### config.mk
export PLATFORM = sky130hd
export DESIGN_NAME = dsm_sequencer
export DESIGN_NICKNAME = d
export VERILOG_FILES = /design/src/rtl/dsm_sequencer.sv
export SDC_FILE = /design/constraint.sdc
export NUM_CORES = 1
export LEC_CHECK = 0
export CELL_PAD_IN_SITES_DETAIL_PLACEMENT = 1
export CELL_PAD_IN_SITES_GLOBAL_PLACEMENT = 1
export CORE_MARGIN = 4
export CORE_UTILIZATION = 40
export CTS_CLUSTER_SIZE = 14
export DETAILED_ROUTE_END_ITERATION = 12
export GPL_TIMING_DRIVEN = 0
export PLACE_DENSITY = 0.8
export SLEW_MARGIN = 25
export SYNTH_ARGS = -nofsm -noshare
export SYNTH_HDL_FRONTEND = slang
export SYNTH_SLANG_ARGS = --single-unit
### constraint.sdc
create_clock -name clk -period 2.2 [get_ports clk]
set_input_delay 0.44 -clock clk [delete_from_list [all_inputs] [get_ports clk]]
set_output_delay 0.44 -clock clk [all_outputs]
set_load 0.1 [all_outputs]
### src/rtl/dsm_sequencer.sv
`default_nettype none
// ============================================================================
// Module   : dsm_sequencer
// Purpose  : Sequencing controller for the fractional-N divider path.
//            Accepts an {n_int, alpha} frequency word over valid/ready and
//            drives the first-order DSM (alpha, enable, clear). It also forms
//            the multi-modulus divider modulus once per divider cycle.
//            Frequency changes are applied on divider ticks, either in
//            bounded steps or as one full jump.
// Options  : DSM_SEQ_RAMP_EN - when defined, cur walks toward tgt by at most
//            RAMP_STEP per div_tick. When undefined, the full change is
//            applied on the first div_tick after acceptance.
// Ports    : clk, rst        - clock, synchronous active-high reset
//            enable_i        - 1 requests modulation, 0 parks in OFF
//            cfg_valid_i/cfg_ready_o/cfg_word_i - frequency word handshake
//            cfg_err_o       - pulse: accepted word had n_int < N_MIN
//            div_tick_i      - end-of-division pulse from the divider
//            dsm_msb_i       - DSM output bit for the current division
//            dsm_alpha_o/dsm_en_o/dsm_clr_o - DSM controls
//            div_mod_o/div_load_o - next modulus and its load strobe
//            settled_o       - applied word equals requested word
// Revision : 1.0 - initial release
// ============================================================================
module dsm_sequencer #(
  parameter int                        INT_W     = 8,
  parameter int                        FRAC_W    = 16,
  parameter logic [INT_W+FRAC_W-1:0]   RAMP_STEP = 24'h004000,
  parameter int                        N_MIN     = 4
) (
  input  logic                      clk,
  input  logic                      rst,
  input  logic                      enable_i,
  input  logic                      cfg_valid_i,
  output logic                      cfg_ready_o,
  input  logic [INT_W+FRAC_W-1:0]   cfg_word_i,
  output logic                      cfg_err_o,
  input  logic                      div_tick_i,
  input  logic                      dsm_msb_i,
  output logic [FRAC_W-1:0]         dsm_alpha_o,
  output logic                      dsm_en_o,
  output logic                      dsm_clr_o,
  output logic [INT_W:0]            div_mod_o,
  output logic                      div_load_o,
  output logic                      settled_o
);

  localparam int W = INT_W + FRAC_W;

  localparam logic [1:0] S_OFF   = 2'd0;
  localparam logic [1:0] S_START = 2'd1;
  localparam logic [1:0] S_RUN   = 2'd2;
  localparam logic [1:0] S_RAMP  = 2'd3;

  localparam logic [INT_W-1:0] N_MIN_INT = INT_W'(N_MIN);
  localparam logic [W-1:0]     RST_WORD  = {N_MIN_INT, {FRAC_W{1'b0}}};

  logic [1:0]       state_q, state_d;
  logic [W-1:0]     cur_q, cur_d;
  logic [W-1:0]     tgt_q, tgt_d;
  logic             ready_q, ready_d;
  logic             err_q, err_d;
  logic [INT_W:0]   div_mod_q, div_mod_d;
  logic             div_load_q, div_load_d;

  logic             accept;
  logic             word_legal;
  logic             msb_used;
  logic [W-1:0]     ramp_next;

  assign accept     = cfg_valid_i & ready_q;
  assign word_legal = (cfg_word_i[W-1:FRAC_W] >= N_MIN_INT);

  // The DSM is only running (and its MSB meaningful) in RUN and RAMP; in
  // OFF and START the modulus is the bare integer part.
  assign msb_used = dsm_msb_i & ((state_q == S_RUN) | (state_q == S_RAMP));

`ifdef DSM_SEQ_RAMP_EN
  logic         tgt_above;
  logic [W-1:0] dist;
  logic [W-1:0] step;

  // Unsigned distance to the target, clipped to RAMP_STEP, applied in the
  // direction of the target.
  assign tgt_above = (tgt_q >= cur_q);
  assign dist      = tgt_above ? (tgt_q - cur_q) : (cur_q - tgt_q);
  assign step      = (dist > RAMP_STEP) ? RAMP_STEP : dist;
  assign ramp_next = tgt_above ? (cur_q + step) : (cur_q - step);
`else
  logic unused_ramp_step;

  assign ramp_next        = tgt_q;
  assign unused_ramp_step = ^RAMP_STEP;
`endif

  always_comb begin
    state_d    = state_q;
    cur_d      = cur_q;
    tgt_d      = tgt_q;
    err_d      = accept & ~word_legal;
    div_load_d = div_tick_i;
    div_mod_d  = div_mod_q;

    // Modulus always uses cur as it stood before this tick's update.
    if (div_tick_i) begin
      div_mod_d = {1'b0, cur_q[W-1:FRAC_W]} + (INT_W+1)'(msb_used);
    end

    case (state_q)
      S_OFF: begin
        if (accept && word_legal) begin
          cur_d = cfg_word_i;
          tgt_d = cfg_word_i;
        end
        if (enable_i) begin
          state_d = S_START;
        end
      end
      S_START: begin
        cur_d   = tgt_q;
        state_d = S_RUN;
      end
      S_RUN: begin
        if (accept && word_legal && (cfg_word_i != cur_q)) begin
          tgt_d   = cfg_word_i;
          state_d = S_RAMP;
        end
      end
      S_RAMP: begin
        if (div_tick_i) begin
          cur_d = ramp_next;
          if (ramp_next == tgt_q) begin
            state_d = S_RUN;
          end
        end
      end
      default: begin
        state_d = S_OFF;
      end
    endcase

    if (!enable_i) begin
      state_d = S_OFF;
    end

    // Registered so that ready lines up with the state it belongs to and
    // stays low while rst is held.
    ready_d = (state_d == S_OFF) || (state_d == S_RUN);
  end

  always_ff @(posedge clk) begin
    if (rst) begin
      state_q    <= S_OFF;
      cur_q      <= RST_WORD;
      tgt_q      <= RST_WORD;
      ready_q    <= 1'b0;
      err_q      <= 1'b0;
      div_mod_q  <= {1'b0, N_MIN_INT};
      div_load_q <= 1'b0;
    end else begin
      state_q    <= state_d;
      cur_q      <= cur_d;
      tgt_q      <= tgt_d;
      ready_q    <= ready_d;
      err_q      <= err_d;
      div_mod_q  <= div_mod_d;
      div_load_q <= div_load_d;
    end
  end

  assign cfg_ready_o = ready_q;
  assign cfg_err_o   = err_q;
  assign dsm_alpha_o = cur_q[FRAC_W-1:0];
  assign dsm_en_o    = (state_q == S_RUN) || (state_q == S_RAMP);
  assign dsm_clr_o   = (state_q == S_START);
  assign div_mod_o   = div_mod_q;
  assign div_load_o  = div_load_q;
  assign settled_o   = (state_q == S_RUN) && (cur_q == tgt_q);

endmodule
`default_nettype wire

==> results.py <==
metrics = {
    "sta": {
        "fin_crit_sh_pct": 106,
        "setup_slack_ns": -0.124,
        "worst-slew-pin-transition_ns": 0.967,
        "clock_skew_ns": 0.0109,
        "fin_crit_ns": 2.32,
        "slew_headroom_pct": 35.8,
        "hold_viol": 0,
        "rsz0062_at_grt": "true",
        "finalSetupViolCount": 1,
        "slew_viol_final": 0,
        "finalSetupTns_ns": -0.124,
        "whs_ns": 0.469,
        "fmax_mhz": 430,
    },
    "worst_setup_path": {
        "r2r-start": "cur_q[22]",
        "crit_required_ns": 1.76,
        "setup.worst_path.class": "reg -> out",
        "startpoint_type": "flip-flop",
        "worstSetupEndpointType": "output pin",
        "slowest_delay_ns": 0.34,
        "cp.arrival_ns": 1.88,
        "crit_chain": "xor2_2 -> nor4_1 -> nand3_1 -> nor4_4 -> buf_6",
        "crit_start": "ramp_next[22]",
        "slowest_stage": "dfxtp_2",
        "cp_top_family": "simple AND/OR/NAND/NOR gates",
        "worst-path-buf-inv": 1,
        "crit_fanout": 3,
    },
    "clocking": {
        "cts_tree": "built",
        "clock_sinks": 62,
        "cts_buffers": 9,
        "clockBufferDepth": 2,
        "clock_latency_ns": 0.35,
        "clk_pin_slew_ns": 0.08,
        "cts-root-buf": "clkbuf_8",
        "htreeDepth": 3,
    },
    "synthesis": {
        "ys_seq_elements": 62,
        "synth.distinct_cells": 33,
        "synth_warnings": 0,
        "syn_nets": 409,
        "ys_seq_area_share_pct": 36.8,
        "yosysTopAreaCell": "dfxtp_1",
        "avgSynthCellArea_um2": 8.94,
        "synth_top_area_share_pct": 36.8,
        "syn_inst": 377,
        "synthTopCellsByArea": "dfxtp_1 37%, mux2i_1 15%, xnor2_1 9.1%",
        "synth_area_um2": 3370,
    },
    "status": {
        "status": "finished, violations left",
        "failed_checks": "setup timing",
    },
    "global_routing": {
        "grt_pass1_vias": 3170,
        "grt_start_max_net_pins": 11,
        "antenna_found_initial": 0,
        "gr-total-overflow": 0,
        "grt_usage_pct": 21.5,
        "grt_pass1_wl_um": 16500,
    },
    "cells_and_area": {
        "final_cell_mix": "57 x nand2_1, 53 x dfxtp_1, 50 x mux2i_1",
        "num_antenna_cells": 0,
        "fin_area_um2": 4330,
        "drive_above_1_share_pct": 17.9,
        "num-nets-final": 480,
        "area_growth_pct": 28.4,
        "final_common_cell": "nand2_1",
    },
    "die": {
        "num_io_pins": 61,
        "fp.dieH_um": 99.8,
        "start_util_pct": 41.0,
        "rows": 33,
        "die-area_um2": 9960,
        "core_um2": 8220,
        "die_x_um": 99.8,
    },
    "place": {
        "port_buffers": 58,
        "dp_hpwl_um": 7440,
        "dpl_cell_area_um2": 4100,
        "gp_congestion": 0.844,
    },
    "power_and_ir_drop": {
        "ir_drop_uv": 378,
        "power_mw": 3.34,
        "powerDensity_nw_per_um2": 773,
        "leakagePower_nw": 1.75,
    },
    "worst_hold_path": {
        "hold_start": "div_tick_i",
        "hp-class": "in -> reg",
    },
    "detailed_routing": {
        "wl_per_cell_um": 18.3,
        "vias_per_cell": 5.26,
        "drt_iter0_markers": 84,
        "drcViolationCount": 0,
        "vias": 2936,
        "first_pass_iters": 4,
        "totalWireLength_um": 10200,
        "drtAntennaViolNets": 0,
    },
    "run": {
        "cap_violations": 0,
    },
}
==> stage by stage <==
step                      instances  util (%)  setup slack [ns]
after floorplan                 377         -            -0.189
after global placement          540      49.9            -0.807
after detailed placement        540      49.9            -0.801
after CTS                       556      52.2            -0.195
after global routing            558      52.7            -0.192
final                           558      52.7            -0.124
==> cells in the mapped netlist, drive strengths merged <==
| library cell | number |
|---|---|
| a211oi | 28 |
| mux2i | 50 |
| inv | 2 |
| xnor2 | 36 |
| nand2b | 1 |
| nor2b | 2 |
| nand3 | 5 |
| a21oi | 3 |
| nand4 | 9 |
| nand2 | 57 |
| and2 | 1 |
| nor4 | 6 |
| nor3 | 2 |
| xor2 | 18 |
| o21a | 1 |
| ha | 2 |
| mux2 | 1 |
| dfxtp | 62 |
| a21o | 1 |
| and3 | 3 |
| a31o | 1 |
| buf | 35 |
| clkbuf | 9 |
| nor2 | 40 |
| o21ai | 1 |
| a31oi | 1 |
==> path summary, 6_finish.rpt <==
check,cells after the start,slack (ns),to
min,3,0.47,div_mod_o[5]
min reg2reg,2,0.47,div_mod_o[8]
max,5,-0.12,settled_o
max reg2reg,7,0.19,ramp_next[21]
==> where the power goes <==
part / internal, mW / switching, mW / total (mW) / leakage (nW)
Combinational: 0.335 / 0.665 / 1.00 / 1.13
Sequential: 1.20 / 0.0878 / 1.29 / 0.512
Clock: 0.580 / 0.470 / 1.05 / 0.106
==> cells by family (layout without fill, tap and decap cells) <==
family | count (synthesis) | count (layout) | share of synthesized area, %
AND/OR/NAND/NOR | 126 | 126 | 16.6
flip-flops | 62 | 62 | 36.8
multiplexers | 51 | 51 | 15.2
buffers and inverters | 46 | 122 | 8.28
XOR/XNOR | 54 | 54 | 14.3
adder cells (fa/ha/maj) | 2 | 2 | 0.742
AO/OA/AOI/OAI | 36 | 36 | 8.17
==> timing repair <==
action | CTS | global route
setup buffers | 0 | 4
hold buffers | 0 | 0
hold endpoints to repair | 0 | 0
pin swaps | 0 | 7
resized for setup | 50 | 31
setup endpoints to repair | 31 | 56
==> final cells by class <==
cell class | count | area, µm²
buffer | 42 | 258
sequential | 62 | 1250
multi-input combinational | 269 | 1910
tap | 105 | 131
fill | 972 | 3890
clock buffer | 12 | 155
timing repair buffer | 62 | 569
inverter | 2 | 7.51
clock inverter | 4 | 45.0
==> state kept, by name, summed over array words and instances (netlist names) <==
signal and flops:
cur_q 24, ramp_next 24, div_mod_o 9, state_q 2, cfg_err_o 1, cfg_ready_o 1, div_load_o 1
==> tightest hold or removal path, stage by stage <==
cell	delay [ns]
buf_2	0.17
nor2_1	0.12
a211oi_1	0.05
==> per-layer routing <==
metal | vias up | part of all wire [%] | GRT usage [%]
li1 | 1406 | - | -
met1 | 1437 | 42 | 26.8
met2 | 75 | 51 | 37.5
met3 | 18 | 4.8 | 3.20
met4 | 0 | 1.9 | 7.88
met5 | - | 0 | 0
No activity file was read; power rests on OpenSTA's default activity.
